## src/rtl/dtw_seq_ctrl.sv

```systemverilog
// -----------------------------------------------------------------------------
// dtw_seq_ctrl
// Sequencer for the DTW accelerator datapath, running in the AXIS clock domain.
// On a start strobe it steers input stream beats first into the reference
// memory (i_ref_len samples) and then into the DTW core (i_qry_len samples).
// It then waits for the core score and returns it as one AXIS result beat.
//
// Ports
//   i_axis_clk, i_axis_rst      clock, asynchronous active-low reset
//   i_start, i_abort            1-cycle control strobes
//   i_ref_len, i_qry_len        sample counts (ref_len 0 = reuse reference)
//   i_s_*, o_s_tready           input AXIS stream
//   o_ref_we/addr/wdata         reference memory write port (1-cycle latency)
//   o_core_start                1-cycle core start pulse
//   o_core_valid/data, i_core_ready   query sample stream to the core
//   i_core_done, i_core_score   core result strobe and score
//   o_m_*, i_m_tready           result AXIS stream (single beat)
//   o_busy, o_done, o_err       status (done/err sticky until accepted start)
//   o_ref_valid                 a complete reference is held in memory
//   o_cycle_cnt                 busy-cycle counter since the accepted start
//
// Configuration
//   DTW_SEQ_CYCLE_CNT_EN  when defined, o_cycle_cnt counts busy cycles from the
//                         accepted start (saturating); otherwise it is tied 0.
// -----------------------------------------------------------------------------
module dtw_seq_ctrl #(
    parameter int DATA_W  = 32,
    parameter int ADDR_W  = 16,
    parameter int SCORE_W = 32
) (
    input  logic              i_axis_clk,
    input  logic              i_axis_rst,
    input  logic              i_start,
    input  logic              i_abort,
    input  logic [ADDR_W-1:0] i_ref_len,
    input  logic [ADDR_W-1:0] i_qry_len,
    input  logic              i_s_tvalid,
    output logic              o_s_tready,
    input  logic              i_s_tlast,
    input  logic [DATA_W-1:0] i_s_tdata,
    output logic              o_ref_we,
    output logic [ADDR_W-1:0] o_ref_addr,
    output logic [DATA_W-1:0] o_ref_wdata,
    output logic              o_core_start,
    output logic              o_core_valid,
    input  logic              i_core_ready,
    output logic [DATA_W-1:0] o_core_data,
    input  logic              i_core_done,
    input  logic [SCORE_W-1:0] i_core_score,
    output logic              o_m_tvalid,
    input  logic              i_m_tready,
    output logic              o_m_tlast,
    output logic [31:0]       o_m_tdata,
    output logic              o_busy,
    output logic              o_done,
    output logic              o_err,
    output logic              o_ref_valid,
    output logic [31:0]       o_cycle_cnt
);

    localparam logic [ADDR_W-1:0] ZERO = {ADDR_W{1'b0}};
    localparam logic [ADDR_W-1:0] ONE  = {{(ADDR_W-1){1'b0}}, 1'b1};

    typedef enum logic [2:0] {
        ST_IDLE      = 3'd0,
        ST_LOAD_REF  = 3'd1,
        ST_QUERY     = 3'd2,
        ST_WAIT_CORE = 3'd3,
        ST_RESULT    = 3'd4
    } state_t;

    state_t            state_q, state_d;
    logic [ADDR_W-1:0] cnt_q, cnt_d;
    logic [ADDR_W-1:0] ref_len_q, ref_len_d;
    logic [ADDR_W-1:0] qry_len_q, qry_len_d;
    logic              done_q, done_d;
    logic              err_q, err_d;
    logic              ref_valid_q, ref_valid_d;
    logic [31:0]       score_q, score_d;
    logic              ld_rdy_q, ld_rdy_d;
    logic              ref_we_q, ref_we_d;
    logic [ADDR_W-1:0] ref_addr_q, ref_addr_d;
    logic [DATA_W-1:0] ref_wdata_q, ref_wdata_d;
    logic              core_start_q, core_start_d;

    logic start_ok_s;
    logic start_acc_s;
    logic beat_ld_s;
    logic beat_qy_s;

    // Start qualification and stream handshakes for the current state.
    always_comb begin
        start_ok_s  = (i_qry_len != ZERO) && ((i_ref_len != ZERO) || ref_valid_q);
        start_acc_s = (state_q == ST_IDLE) && i_start && !i_abort && start_ok_s;
        beat_ld_s   = (state_q == ST_LOAD_REF) && i_s_tvalid && ld_rdy_q;
        beat_qy_s   = (state_q == ST_QUERY) && i_s_tvalid && i_core_ready;
    end

    // Next-state and next-register computation.
    always_comb begin
        state_d      = state_q;
        cnt_d        = cnt_q;
        ref_len_d    = ref_len_q;
        qry_len_d    = qry_len_q;
        done_d       = done_q;
        err_d        = err_q;
        ref_valid_d  = ref_valid_q;
        score_d      = score_q;
        ref_we_d     = 1'b0;
        ref_addr_d   = ref_addr_q;
        ref_wdata_d  = ref_wdata_q;
        core_start_d = 1'b0;

        case (state_q)
            ST_IDLE: begin
                if (start_acc_s) begin
                    ref_len_d = i_ref_len;
                    qry_len_d = i_qry_len;
                    done_d    = 1'b0;
                    err_d     = 1'b0;
                    cnt_d     = ZERO;
                    if (i_ref_len != ZERO) begin
                        state_d     = ST_LOAD_REF;
                        ref_valid_d = 1'b0;
                    end else begin
                        state_d      = ST_QUERY;
                        core_start_d = 1'b1;
                    end
                end else if (i_start && !i_abort) begin
                    err_d = 1'b1;
                end else begin
                    state_d = ST_IDLE;
                end
            end
            ST_LOAD_REF: begin
                if (beat_ld_s) begin
                    ref_we_d    = 1'b1;
                    ref_addr_d  = cnt_q;
                    ref_wdata_d = i_s_tdata;
                    cnt_d       = cnt_q + ONE;
                    if (cnt_q == (ref_len_q - ONE)) begin
                        if (i_s_tlast) begin
                            ref_valid_d  = 1'b1;
                            cnt_d        = ZERO;
                            core_start_d = 1'b1;
                            state_d      = ST_QUERY;
                        end else begin
                            err_d   = 1'b1;
                            state_d = ST_IDLE;
                        end
                    end else if (i_s_tlast) begin
                        err_d   = 1'b1;
                        state_d = ST_IDLE;
                    end else begin
                        state_d = ST_LOAD_REF;
                    end
                end else begin
                    state_d = ST_LOAD_REF;
                end
            end
            ST_QUERY: begin
                if (beat_qy_s) begin
                    cnt_d = cnt_q + ONE;
                    if (cnt_q == (qry_len_q - ONE)) begin
                        if (i_s_tlast) begin
                            cnt_d   = ZERO;
                            state_d = ST_WAIT_CORE;
                        end else begin
                            err_d   = 1'b1;
                            state_d = ST_IDLE;
                        end
                    end else if (i_s_tlast) begin
                        err_d   = 1'b1;
                        state_d = ST_IDLE;
                    end else begin
                        state_d = ST_QUERY;
                    end
                end else begin
                    state_d = ST_QUERY;
                end
            end
            ST_WAIT_CORE: begin
                if (i_core_done) begin
                    score_d = 32'(i_core_score);
                    state_d = ST_RESULT;
                end else begin
                    state_d = ST_WAIT_CORE;
                end
            end
            ST_RESULT: begin
                if (i_m_tready) begin
                    done_d  = 1'b1;
                    state_d = ST_IDLE;
                end else begin
                    state_d = ST_RESULT;
                end
            end
            default: begin
                state_d = ST_IDLE;
            end
        endcase

        // Abort overrides everything decided above: no write, no pulse, no
        // status change, and a partially loaded reference stays invalid.
        if (i_abort && (state_q != ST_IDLE)) begin
            state_d      = ST_IDLE;
            cnt_d        = cnt_q;
            done_d       = done_q;
            err_d        = err_q;
            score_d      = score_q;
            ref_we_d     = 1'b0;
            ref_addr_d   = ref_addr_q;
            ref_wdata_d  = ref_wdata_q;
            core_start_d = 1'b0;
            ref_valid_d  = (state_q == ST_LOAD_REF) ? 1'b0 : ref_valid_q;
        end else begin
            state_d = state_d;
        end

        // Input ready during reference load is a flop so it appears exactly
        // one cycle after the accepted start.
        ld_rdy_d = (state_d == ST_LOAD_REF);
    end

    // State and datapath registers.
    always_ff @(posedge i_axis_clk or negedge i_axis_rst) begin
        if (!i_axis_rst) begin
            state_q      <= ST_IDLE;
            cnt_q        <= ZERO;
            ref_len_q    <= ZERO;
            qry_len_q    <= ZERO;
            done_q       <= 1'b0;
            err_q        <= 1'b0;
            ref_valid_q  <= 1'b0;
            score_q      <= 32'h0;
            ld_rdy_q     <= 1'b0;
            ref_we_q     <= 1'b0;
            ref_addr_q   <= ZERO;
            ref_wdata_q  <= {DATA_W{1'b0}};
            core_start_q <= 1'b0;
        end else begin
            state_q      <= state_d;
            cnt_q        <= cnt_d;
            ref_len_q    <= ref_len_d;
            qry_len_q    <= qry_len_d;
            done_q       <= done_d;
            err_q        <= err_d;
            ref_valid_q  <= ref_valid_d;
            score_q      <= score_d;
            ld_rdy_q     <= ld_rdy_d;
            ref_we_q     <= ref_we_d;
            ref_addr_q   <= ref_addr_d;
            ref_wdata_q  <= ref_wdata_d;
            core_start_q <= core_start_d;
        end
    end

`ifdef DTW_SEQ_CYCLE_CNT_EN
    logic [31:0] cyc_q, cyc_d;

    // Busy-cycle counter: cleared on accepted start, saturates, holds in IDLE.
    always_comb begin
        cyc_d = cyc_q;
        if (start_acc_s) begin
            cyc_d = 32'h0;
        end else if ((state_q != ST_IDLE) && (cyc_q != 32'hFFFF_FFFF)) begin
            cyc_d = cyc_q + 32'd1;
        end else begin
            cyc_d = cyc_q;
        end
    end

    // Cycle counter register.
    always_ff @(posedge i_axis_clk or negedge i_axis_rst) begin
        if (!i_axis_rst) begin
            cyc_q <= 32'h0;
        end else begin
            cyc_q <= cyc_d;
        end
    end

    assign o_cycle_cnt = cyc_q;
`else
    assign o_cycle_cnt = 32'h0;
`endif

    // Query samples pass straight through to the core; everything else is
    // taken from registers.
    assign o_s_tready   = (state_q == ST_QUERY) ? i_core_ready : ld_rdy_q;
    assign o_core_valid = (state_q == ST_QUERY) && i_s_tvalid;
    assign o_core_data  = (state_q == ST_QUERY) ? i_s_tdata : {DATA_W{1'b0}};
    assign o_ref_we     = ref_we_q;
    assign o_ref_addr   = ref_addr_q;
    assign o_ref_wdata  = ref_wdata_q;
    assign o_core_start = core_start_q;
    assign o_m_tvalid   = (state_q == ST_RESULT);
    assign o_m_tlast    = (state_q == ST_RESULT);
    assign o_m_tdata    = score_q;
    assign o_busy       = (state_q != ST_IDLE);
    assign o_done       = done_q;
    assign o_err        = err_q;
    assign o_ref_valid  = ref_valid_q;

endmodule

```

## config.mk

```make
export PLATFORM = sky130hd
export DESIGN_NAME = dtw_seq_ctrl
export DESIGN_NICKNAME = d
export VERILOG_FILES = /design/src/rtl/dtw_seq_ctrl.sv
export SDC_FILE = /design/constraint.sdc
export NUM_CORES = 1
export LEC_CHECK = 0
export BUFFER_PORTS_ARGS = -buffer_cell sky130_fd_sc_hd__buf_4
export CAP_MARGIN = 20
export CELL_PAD_IN_SITES_DETAIL_PLACEMENT = 1
export CELL_PAD_IN_SITES_GLOBAL_PLACEMENT = 1
export CORE_ASPECT_RATIO = 1.2
export CORE_UTILIZATION = 30
export CTS_BUF_LIST = sky130_fd_sc_hd__clkbuf_4 sky130_fd_sc_hd__clkbuf_8
export CTS_CLUSTER_DIAMETER = 60
export DETAILED_ROUTE_END_ITERATION = 16
export PLACE_DENSITY = 0.61
export SKIP_LAST_GASP = 1
export SYNTH_ARGS = -nofsm -noshare
export SYNTH_HDL_FRONTEND = slang
export SYNTH_SLANG_ARGS = --single-unit
```

## constraint.sdc

```tcl
create_clock -name i_axis_clk -period 5.1 [get_ports i_axis_clk]
set_input_delay 1.02 -clock i_axis_clk [delete_from_list [all_inputs] [get_ports i_axis_clk]]
set_output_delay 1.02 -clock i_axis_clk [all_outputs]
set_load 0.03 [all_outputs]
```

## Yosys cells after proc, flatten, opt, wreduce, memory -nomap -nowiden

Index checks and enable logic that the tools add are counted.

| storage, ports and cells | value |
|---|---|
| register bits after elaboration | 137 |
| output and inout port bits | 154 |
| word-level logic and storage cells | 115 |

| cells by class | value |
|---|---|
| add/subtract/negate cells | 3 |
| eq/ne operators | 18 |
| multiplexer cells | 54 |
| bitwise operators | 1 |
| reduce and logical (&&, ||, !) cells | 26 |

Operator list:

| cell | count |
|---|---|
| $mux 16 | 6 |
| $pmux 16 s3 | 1 |
| $eq 16x16->1 | 2 |
| $mux 32 | 1 |
| $reduce_bool 16->1 | 2 |
| $sub 16x1->16 const B | 2 |
| $mux 1 | 28 |
| $mux 3 | 9 |
| $add 16x1->16 const B | 1 |
| $pmux 3 s5 | 1 |
| $ne 3x2->1 const B | 4 |
| $logic_and 1x1->1 | 10 |
| $ne 2x2->1 const B | 5 |
| $reduce_and 5->1 | 2 |
| $mux 2 | 4 |
| $reduce_and 7->1 | 1 |
| $eq 3x1->1 const B | 2 |
| $eq 3x2->1 const B | 2 |
| $ne 3x1->1 const B | 2 |
| $pmux 1 s2 | 3 |
| $reduce_and 3->1 | 2 |
| $reduce_bool 3->1 | 2 |
| $reduce_and 4->1 | 1 |
| $reduce_bool 2->1 | 2 |
| other kinds (7) | 7 |

## Depth between registers and ports, before layout

Gate-level depths: netlist of run 1.

| depth | value |
|---|---|
| word-level depth | 8 |
| depth in mapped cells | 15 |

## Least setup slack after synthesis of run 1

No wires, ideal clock.

| path | value |
|---|---|
| path type | reg-to-reg |
| start | register qry_len_q[0] |
| end | register ld_rdy_q |
| arrival | 3010 ps |
| data required time | 4980 ps |
| path slack | 1970 ps |
| cell stages (with the launch flop) | 16 |
| path buffers | 0 |
| clock period less this slack | 3130 ps |
| cell sequence | dfrtp_1 -> inv_1 -> ha_1 -> or4b_4 -> nor4_4 -> mux2_1 -> mux2i_1 -> o21a_1 -> and4b_1 -> ha_1 -> nand3_1 -> o21a_1 -> o21ai_0 -> a21oi_1 -> nor2_1 -> and3_1 |

| on the way | value |
|---|---|
| cells in the longest elaborated chain, start to end | 7 |

Ends and longest elaborated chain:

| element | line | RTL |
|---|---|---|
| start, declared | 75 | `logic [ADDR_W-1:0] qry_len_q, qry_len_d;` |
| start signal, assigned | 245 | `qry_len_q <= qry_len_d;` |
| $sub 16x1->16 | 164 | `if (cnt_q == (qry_len_q - ONE)) begin` |
| $eq 16x16->1 | 164 |  |
| $mux 3 | 164 |  |
| $mux 3 | 162 | `if (beat_qy_s) begin` |
| $pmux 3 s5 | 114 | `case (state_q)` |
| $mux 3 | 205 | `if (i_abort && (state_q != ST_IDLE)) begin` |
| via state_d[0] | 72 | `state_t state_q, state_d;` |
| $eq 3x1->1 | 222 | `ld_rdy_d = (state_d == ST_LOAD_REF);` |
| via ld_rdy_d | 80 | `logic ld_rdy_q, ld_rdy_d;` |
| end signal, assigned | 250 | `ld_rdy_q <= ld_rdy_d;` |
| end, declared | 80 |  |

The timed path passes the listed nets, and every way through them passes these cells.
A chain may end at the register's enable or synchronous reset.

## Final worst setup path of run 1

| path | value |
|---|---|
| start | register ref_len_q[0] |
| end | register cnt_q[0] |

| on the way | value |
|---|---|
| cells in the longest elaborated chain, start to end | 5 |

Ends and longest elaborated chain:

| element | line | RTL |
|---|---|---|
| start, declared | 74 | `logic [ADDR_W-1:0] ref_len_q, ref_len_d;` |
| start signal, assigned | 244 | `ref_len_q <= ref_len_d;` |
| $sub 16x1->16 | 141 | `if (cnt_q == (ref_len_q - ONE)) begin` |
| $eq 16x16->1 | 141 |  |
| $mux 16 | 141 |  |
| $mux 16 | 136 | `if (beat_ld_s) begin` |
| $pmux 16 s3 | 114 |  |
| end signal, assigned | 243 | `cnt_q <= cnt_d;` |
| end, declared | 73 | `logic [ADDR_W-1:0] cnt_q, cnt_d;` |

No other way between the ends. The select of a mux whose other input is x is not followed.

==> results.md, run 1 <==
* Fmax at 268.2 MHz
* RSZ-0062 raised after global routing: false
* Predominant post-synthesis flop cell: dfrtp_1
* Global-route wire length before repair at 34.38 mm
* Detailed Route WL at 21.63 mm
* Slowest cell on the critical path: or4b_1
* CTS tree: built
* Largest area contributor in the netlist: dfrtp_1
* Seq cells post-synth at 137
* Adder-cell share of the synthesized area at less than 1%
* Antenna violations before repair at 0
* Core ar. at 24050 um^2
* Relative slew slack at a little under half
* Pre-antenna DRT Iters at 4
* Fin crit share at approximately 73%
* FF-to-FF path depth at 11
* Worst Path Class, Setup: flop to flop
* Clk buf depth at 2
* Final hold slack at ~0.38 ns
* Wire per inst at ~18 um
* Final RePlAce weighted congestion at about 0.77
* CP top delay family: simple AND/OR/NAND/NOR gates
* Int Power at between 2 and 3 mW
* Total power draw at 4.710 mW
* Largest family of logic cells by synthesized area: multiplexers
* Xor/xnor share of the synthesized area at around 5.7%
* Starting density of the core at slightly above 30%
* Clock share of power at about a fifth
* Outcome: finished clean
* Crit path DAT at roughly 4.1 ns
* CP peak stage delay at between 0.6 and 0.7 ns
* GRT Overall Usage at between 15 and 20%
* Max-slew violations at 0
* Post-route ant nets at 0
* Antenna diodes at 0
* Setup Skew at between 0.01 and 0.015 ns
* Synth Area in Compound Gates at under 10%
* EDFF count, synth at 0
* Die Area at about 25000 um^2
* Layout cells sized above 1 at 45.45%
* Synth Area in Simple Gates at around 15%
* Async set or reset register ratio after synthesis at between 90% and 100%
* Area share of the largest cell type after synthesis at between 40% and 50%
* Max Cap Viol at 0
* Grt total ovfl at 0
* DP HPWL at roughly 16 mm
* Clock Latency Late Sink at 0.44 ns
* Hold Buf Count CTS at 0
* Critical-path maximum fanout at 8
* Cell area power density at 485.1 nW/um^2
* Vias in the first global route at 6137
* Switching part of the total at roughly two fifths
* Layout Nets at just under 1k
* Die height at about 170 um
* Critical path depth at 11
* Final Hold Fails at 0
* Die Wd at approximately 150 um
* H-tree depth at 4
* CP bufs+invs at 1
* Num CTS Buffers at 17
* I/O Pins at roughly 260
* Sequential power share at between 30% and 40%
* CP Launch Point: ref_len_q[0]$_DFFE_PN0P_
* R2R Path Start: ref_len_q[0]$_DFFE_PN0P_
* Setup violators final at 0
* Total vias in the final route at ~5.7k
* Cell area after synthesis at between 7000 and 8000 um^2
* Fillers at 2728
* Vias per cell at approximately 4.8
* Sequential fraction of the synthesis area at a little under half
* Buffers on Ports at 226
* Post_cts resized at 0
* Cell Chain, Critical Path: inv_1, ha_1, or4b_1, nand4bb_1, xnor2_1, o21ai_0, nor4b_1, a31oi_4, a211oi_4, nor2_1, mux2_2
* Met2 Track Usage GR at 30.85%
* Clk root buf: clkbuf_8
* GRT met3 Usage at a little over 6%
* Mean post-synth cell area at 11.28 um^2
* Slew @ Worst Pin at 0.7903 ns
* Met1 GRT Util at about a fifth
* Setup Buffers After CTS at 0
* Unique cell type count in the Yosys netlist at 66
* Peak supply drop at between 200 and 250 uV
* DR iter-0 viols at 156
* Top Usage Layer GRT: met2
* Largest net degree at the start of global routing at between 100 and 150
* Largest cells by area after synthesis: dfrtp_1 46%, mux2_2 17%, buf_4 3.4%, and2_1 3.0%, xnor2_1 2.8%
* Clock Pin Slew Worst Setup and Hold Paths at approximately 0.08 ns
* Startpoint types: flop
* Reg2reg setup slack at roughly 1.4 ns
* Leak at 4.581 nW
* Layout Area Growth over Synthesis at 31.59%
* Multiplexer share of the synthesized area at a little under a fifth
* HP Class: primary input to async pin
* Synth warn at 0
* Syn Inst Count at roughly 650
* # clock sinks at about 140
* Count leader, synth: dfrtp_1
* Crit path required time at ~5.4 ns
* Switching Power at around 1.9 mW
* Final setup TNS at 0 ns
* Row count at 62
* Post-synth top cells: 137 x dfrtp_1, 114 x mux2_2, 37 x nor2_1, 35 x and2_1, 33 x buf_4
* Crit. End Element: flop
* Logic pwr share at 41.3%
* Residual DRC at 0
* Tmin final at roughly 3.7 ns
## worst register-to-register path: stages (launching register included)
cell	delay, ns
dfrtp_1	0.44
inv_1	0.08
ha_1	0.25
or4b_1	0.64
nand4bb_1	0.29
xnor2_1	0.16
o21ai_0	0.25
nor4b_1	0.60
a31oi_4	0.20
a211oi_4	0.29
nor2_1	0.12
mux2_2	0.28
## per-layer routing
layer / wire length (um) / share of wire (%)
met4: 322 / 1.5
met1: 8544 / 40
met5: 0 / 0
met3: 1614 / 7.5
met2: 11150 / 52
## stage by stage
| stage | utilization, % | setup slack, ns | instances | instance area [um^2] |
|---|---|---|---|---|
| floorplan | - | 1.970 | 685 | 7495 |
| global placement | 38.50 | 1.335 | 1169 | 9259 |
| detailed placement | 38.50 | 1.266 | 1169 | 9259 |
| CTS | 40.26 | 1.346 | 1199 | 9682 |
| global route | 40.37 | 1.097 | 1200 | 9709 |
| finish | 40.37 | 1.372 | 1200 | 9709 |
## layout make-up
cell class,instances,area [um^2],share of cell area [%]
clock inverters,12,175.2,1.804
flip-flops and latches,137,3428,35.31
multi-input cells,469,3647,37.56
clock buffers,18,247.7,2.552
well taps,320,400.4,4.124
repair buffers,232,1765,18.18
inverters,12,45.04,0.4639
## power groups by stage
stage | logic [mW] | clock network, mW | registers, mW
2_1_floorplan | 1.09 | 0 | 1.97
3_3_place_gp | 1.94 | 0 | 1.81
3_5_place_dp | 1.96 | 0 | 1.81
4_1_cts | 1.97 | 1.02 | 1.79
5_1_grt | 2.10 | 1.05 | 1.85
6_report | 1.95 | 0.976 | 1.79
## layout by cell type, fill, tap and decap left out, drive strengths merged, types with 14 or more instances in the layout
master | synthesis | routed
xor2 | 24 | 24
clkbuf | 24 | 18
and2 | 36 | 36
a21oi | 14 | 14
buf | 43 | 232
nor4 | 18 | 18
xnor2 | 24 | 24
nand2 | 23 | 23
conb | 1 | 32
o21ai | 20 | 20
dfrtp | 137 | 137
nor2 | 38 | 38
mux2 | 115 | 115
## registers in the layout (all words and copies together), names as in the netlist
| name | flops |
|---|---|
| cnt_q | 16 |
| ld_rdy_q | 1 |
| o_core_start | 1 |
| o_done | 1 |
| o_err | 1 |
| o_m_tdata | 32 |
| o_ref_addr | 16 |
| o_ref_valid | 1 |
| o_ref_wdata | 32 |
| o_ref_we | 1 |
| qry_len_q | 16 |
| ref_len_q | 16 |
| state_q | 3 |
## kinds of logic after synthesis
kind of cell / count (synthesis)
simple gates: 187
flops: 137
mux: 121
buf+inv: 79
compound gates: 77
xor+xnor: 48
fa+ha+maj: 4
other cells: 1
## final timing paths
path | to
max reg2reg | cnt_q[0]$_DFFE_PN0P_
min reg2reg | o_ref_wdata[21]$_DFFE_PN0P_
min in group i_axis_clk | o_ref_wdata[21]$_DFFE_PN0P_
max in group asynchronous | o_ref_addr[2]$_DFFE_PN0P_
max | cnt_q[0]$_DFFE_PN0P_
min | o_m_tdata[16]$_DFFE_PN0P_
Power figures use the tool's default switching activity.
==> inputs of run 2 (changes only) <==
ABC_AREA = 1   (was unset)
PLACE_DENSITY = 0.65   (was 0.61)
clock period = 3.6 ns   (was 5.1 ns; I/O delays follow)
==> run 2 against run 1 <==
  * Cell count up 36%
  * First-iteration DRC count up 50%
  * Sequential share of layout area down 2.0 points
  * Sequential cell count unchanged
  * Core utilization down 0.40 points
  * Total power up 60%
  * Sequential power up 38%
  * Area after synthesis up 7.8%
  * Clock power up 47%
  * Largest power group unchanged
==> results.md, run 2 <==
* Post_cts resized at 0 (unchanged)
* Vias per cell at 4.601 (-3.8%)
* Clk buf depth at 2 (unchanged)
* Area share of the largest cell type after synthesis at 43.09% (-3.4 points)
* Detailed Route WL at 25.33 mm (+17%)
* Core ar. at 25780 um^2 (+7.2%)
* Setup Skew at 0.01928 ns (+0.006604 ns)
* RSZ-0062 raised after global routing: false
* Residual DRC at 0 (unchanged)
* Clock share of power at 19.0% (-1.7 points)
* Switching Power at 3.507 mW (+85%)
* Int Power at 4.039 mW (+44%)
* Async set or reset register ratio after synthesis at 100.0% (unchanged)
* Fmax at 322.1 MHz (+20%)
* Total vias in the final route at 7491 (+31%)
* Placed cell count at 1596 (+37%)
* Outcome: finished clean
* Unique cell type count in the Yosys netlist at 39 (-41%)
* Leak at 5.529 nW (+21%)
* Layout cells sized above 1 at 22.73% (-23 points)
* Switching part of the total at 46.47% (+6.1 points)
* Global-route wire length before repair at 39.83 mm (+16%)
* Die Wd at 150.7 um (+3.8%)
* Starting density of the core at 30.86% (+0.18 points)
* Hold Buf Count CTS at 0 (unchanged)
* Syn Inst Count at 1068 (+63%)
* Post-synth top cells: 309 x nand2_1, 137 x dfrtp_1, 134 x inv_1, 115 x nor2_1, 55 x nand3_1
* Sequential fraction of the synthesis area at 43.09% (-3.4 points)
* Clock Latency Late Sink at 0.46 ns (+0.02 ns)
* Final setup TNS at 0 ns (unchanged)
* Predominant post-synthesis flop cell: dfrtp_1
* Cell area power density at 732.1 nW/um^2 (+51%)
* Most common cell after layout, fill and taps aside: nand2_1
* Antenna violations before repair at 0 (unchanged)
* Layout Nets at 1394 (+43%)
* Mean post-synth cell area at 7.450 um^2 (-34%)
* HP Class: primary input to async pin
* Final RePlAce weighted congestion at 0.8302 (+8.0%)
* Vias in the first global route at 7373 (+20%)
* Slew @ Worst Pin at 0.8718 ns (+0.08153 ns)
* Max Cap Viol at 0 (unchanged)
* Antenna diodes at 0 (unchanged)
* Clk root buf: clkbuf_8
* Grt total ovfl at 0 (unchanged)
* Startpoint types: flop
* Cell area after synthesis at 7956 um^2 (+7.8%)
* Critical-path maximum fanout at 5 (-3)
* Layout Area Growth over Synthesis at 29.55%
* Worst Path Class, Setup: flop to flop
* Die height at 180.4 um (+3.8%)
* Largest cells by area after synthesis: dfrtp_1 43%, nand2_1 15%, inv_1 6.3%, nor2_1 5.4%, mux2_1 4.2%
* Post-route ant nets at 0 (unchanged)
* Die Area at 27180 um^2 (+7.7%)
* Setup Buffers After CTS at 0 (unchanged)
* Final Non-Filler Cells at 1628 (+36%)
* Cell Chain, Critical Path: inv_1, ha_1, nand2_1, inv_1, nand2_1, nand2_1, nand2_1, nand2_1, o21ai_0, a221oi_1, nand3_1, nor2_1, ha_1, a31oi_1, o21ai_0, o21bai_1, inv_1, nand2_1, nand2_1, nor2_1
* Setup violators final at 0 (unchanged)
* Buffers on Ports at 226 (unchanged)
* Tmin final at 3.104 ns (-0.6240 ns)
* Fillers at 3245 (+19%)
* Commonest cells after routing, fill and taps aside: 308 x nand2_1, 229 x buf_4, 137 x dfrtp_1
* Seq cells post-synth at 137 (unchanged)
* Crit path DAT at 3.48 ns (-0.57 ns)
* DR iter-0 viols at 234 (+50%)
* I/O Pins at 259 (unchanged)
* Most used cell, CP: nand2_1
* EDFF count, synth at 0 (unchanged)
* Count leader, synth: nand2_1
* DP HPWL at 19.97 mm (+22%)
* Crit. End Element: flop
* H-tree depth at 4 (unchanged)
* Pre-antenna DRT Iters at 5 (+1)
* Peak supply drop at 217.0 uV (-4.9%)
* # clock sinks at 137 (unchanged)
* Largest net degree at the start of global routing at 95 (-12%)
* Logic pwr share at 48.3% (+7.0 points)
* Crit path required time at 3.98 ns (-1.44 ns)
* Row count at 64 (+3.2%)
* Largest area contributor in the netlist: dfrtp_1
* Relative slew slack at 41.88% (-5.0 points)
* CTS tree: built
* Sequential power share at 32.8% (-5.1 points)
* CP peak stage delay at 0.41 ns (-0.23 ns)
* Max-slew violations at 0 (unchanged)
* Fin crit share at 86.23% (+13 points)
* Num CTS Buffers at 17 (unchanged)
* Synth warn at 0 (unchanged)
* Wire per inst at 15.56 um (-14%)
* GRT Overall Usage at 19.02% (+1.6 points)
* Slowest cell on the critical path: dfrtp_1
* Final Hold Fails at 0 (unchanged)
* Clock Pin Slew Worst Setup and Hold Paths at 0.09 ns (about the same)
[run 2: layout make-up]
cell class	count	area (um^2)	share of cell area (%)
Clock buffer	19	261.5	2.537
Sequential cell	137	3428	33.26
Inverter	144	540.5	5.244
Timing Repair Buffer	232	1770	17.18
Tap cell	330	412.9	4.006
Clock inverter	13	181.4	1.760
Multi-Input combinational cell	753	3712	36.02
[run 2: worst max-delay path: cells and delay by family (launching register included)]
family,cells,cell delay [ns]
buffers and inverters,3,0.32
and+or+nand+nor,10,1.05
DFF,1,0.41
adders and majority gates,2,0.46
AOI/OAI and AO/OA,5,0.77
[run 2: layer usage]
layer	track usage (%)	up-vias	share of wire, %
met1	23.87	3573	44
li1	-	3713	-
met3	3.342	21	5.2
met5	0	-	0
met4	4.840	0	1.2
met2	33.27	184	50
[run 2: kinds of logic (layout without fill, tap and decap cells)]
kind of cell               Yosys count  after routing  share of synthesized area, %
AOI/OAI and AO/OA                  103            103                         6.841
xor gates and xnor gates            41             41                         4.513
adders and majority gates            4              4                        0.6291
buffers and inverters              209            408                         11.75
DFF                                137            137                         43.09
muxes                               32             32                         4.529
other                                1             32                       0.04713
and+or+nand+nor                    541            541                         28.60
[run 2: power groups by stage]
| stage | Combinational [mW] | Sequential [mW] | Clock [mW] |
|---|---|---|---|
| floorplan | 1.94 | 3.00 | 0 |
| global placement | 3.61 | 2.49 | 0 |
| detailed placement | 3.68 | 2.51 | 0 |
| CTS | 3.69 | 2.48 | 1.48 |
| global route | 4.07 | 2.55 | 1.53 |
| finish | 3.64 | 2.47 | 1.43 |
[run 2: final timing paths]
| check | endpoint | start | cells past startpoint | slack, ns |
|---|---|---|---|---|
| setup reg to reg | ld_rdy_q$_DFF_PN0_ | qry_len_q[0]$_DFFE_PN0P_ | 20 | 0.50 |
| hold reg to reg | o_ref_addr[5]$_DFFE_PN0P_ | o_ref_addr[5]$_DFFE_PN0P_ | 2 | 0.49 |
| setup / recovery | ld_rdy_q$_DFF_PN0_ | qry_len_q[0]$_DFFE_PN0P_ | 20 | 0.50 |
| max in group asynchronous | qry_len_q[8]$_DFFE_PN0P_ | i_axis_rst | 2 | 2.64 |
| min in group i_axis_clk | qry_len_q[3]$_DFFE_PN0P_ | i_qry_len[3] | 3 | 0.46 |
| hold / removal | o_ref_wdata[7]$_DFFE_PN0P_ | i_axis_rst | 1 | 0.14 |
[run 2: through the flow]
stage	setup WS [ns]	total power [mW]	cell area, um^2	utilization, %	hold slack (ns)
finish	0.4957	7.547	10310	39.97	0.1420
global placement	0.5998	6.101	9864	38.26	0.4678
CTS	0.4593	7.657	10310	39.97	0.1227
detailed placement	0.5436	6.190	9864	38.26	0.4760
global route	0.1997	8.147	10310	39.97	0.1229
floorplan	1.268	4.936	8073	-	0.4244
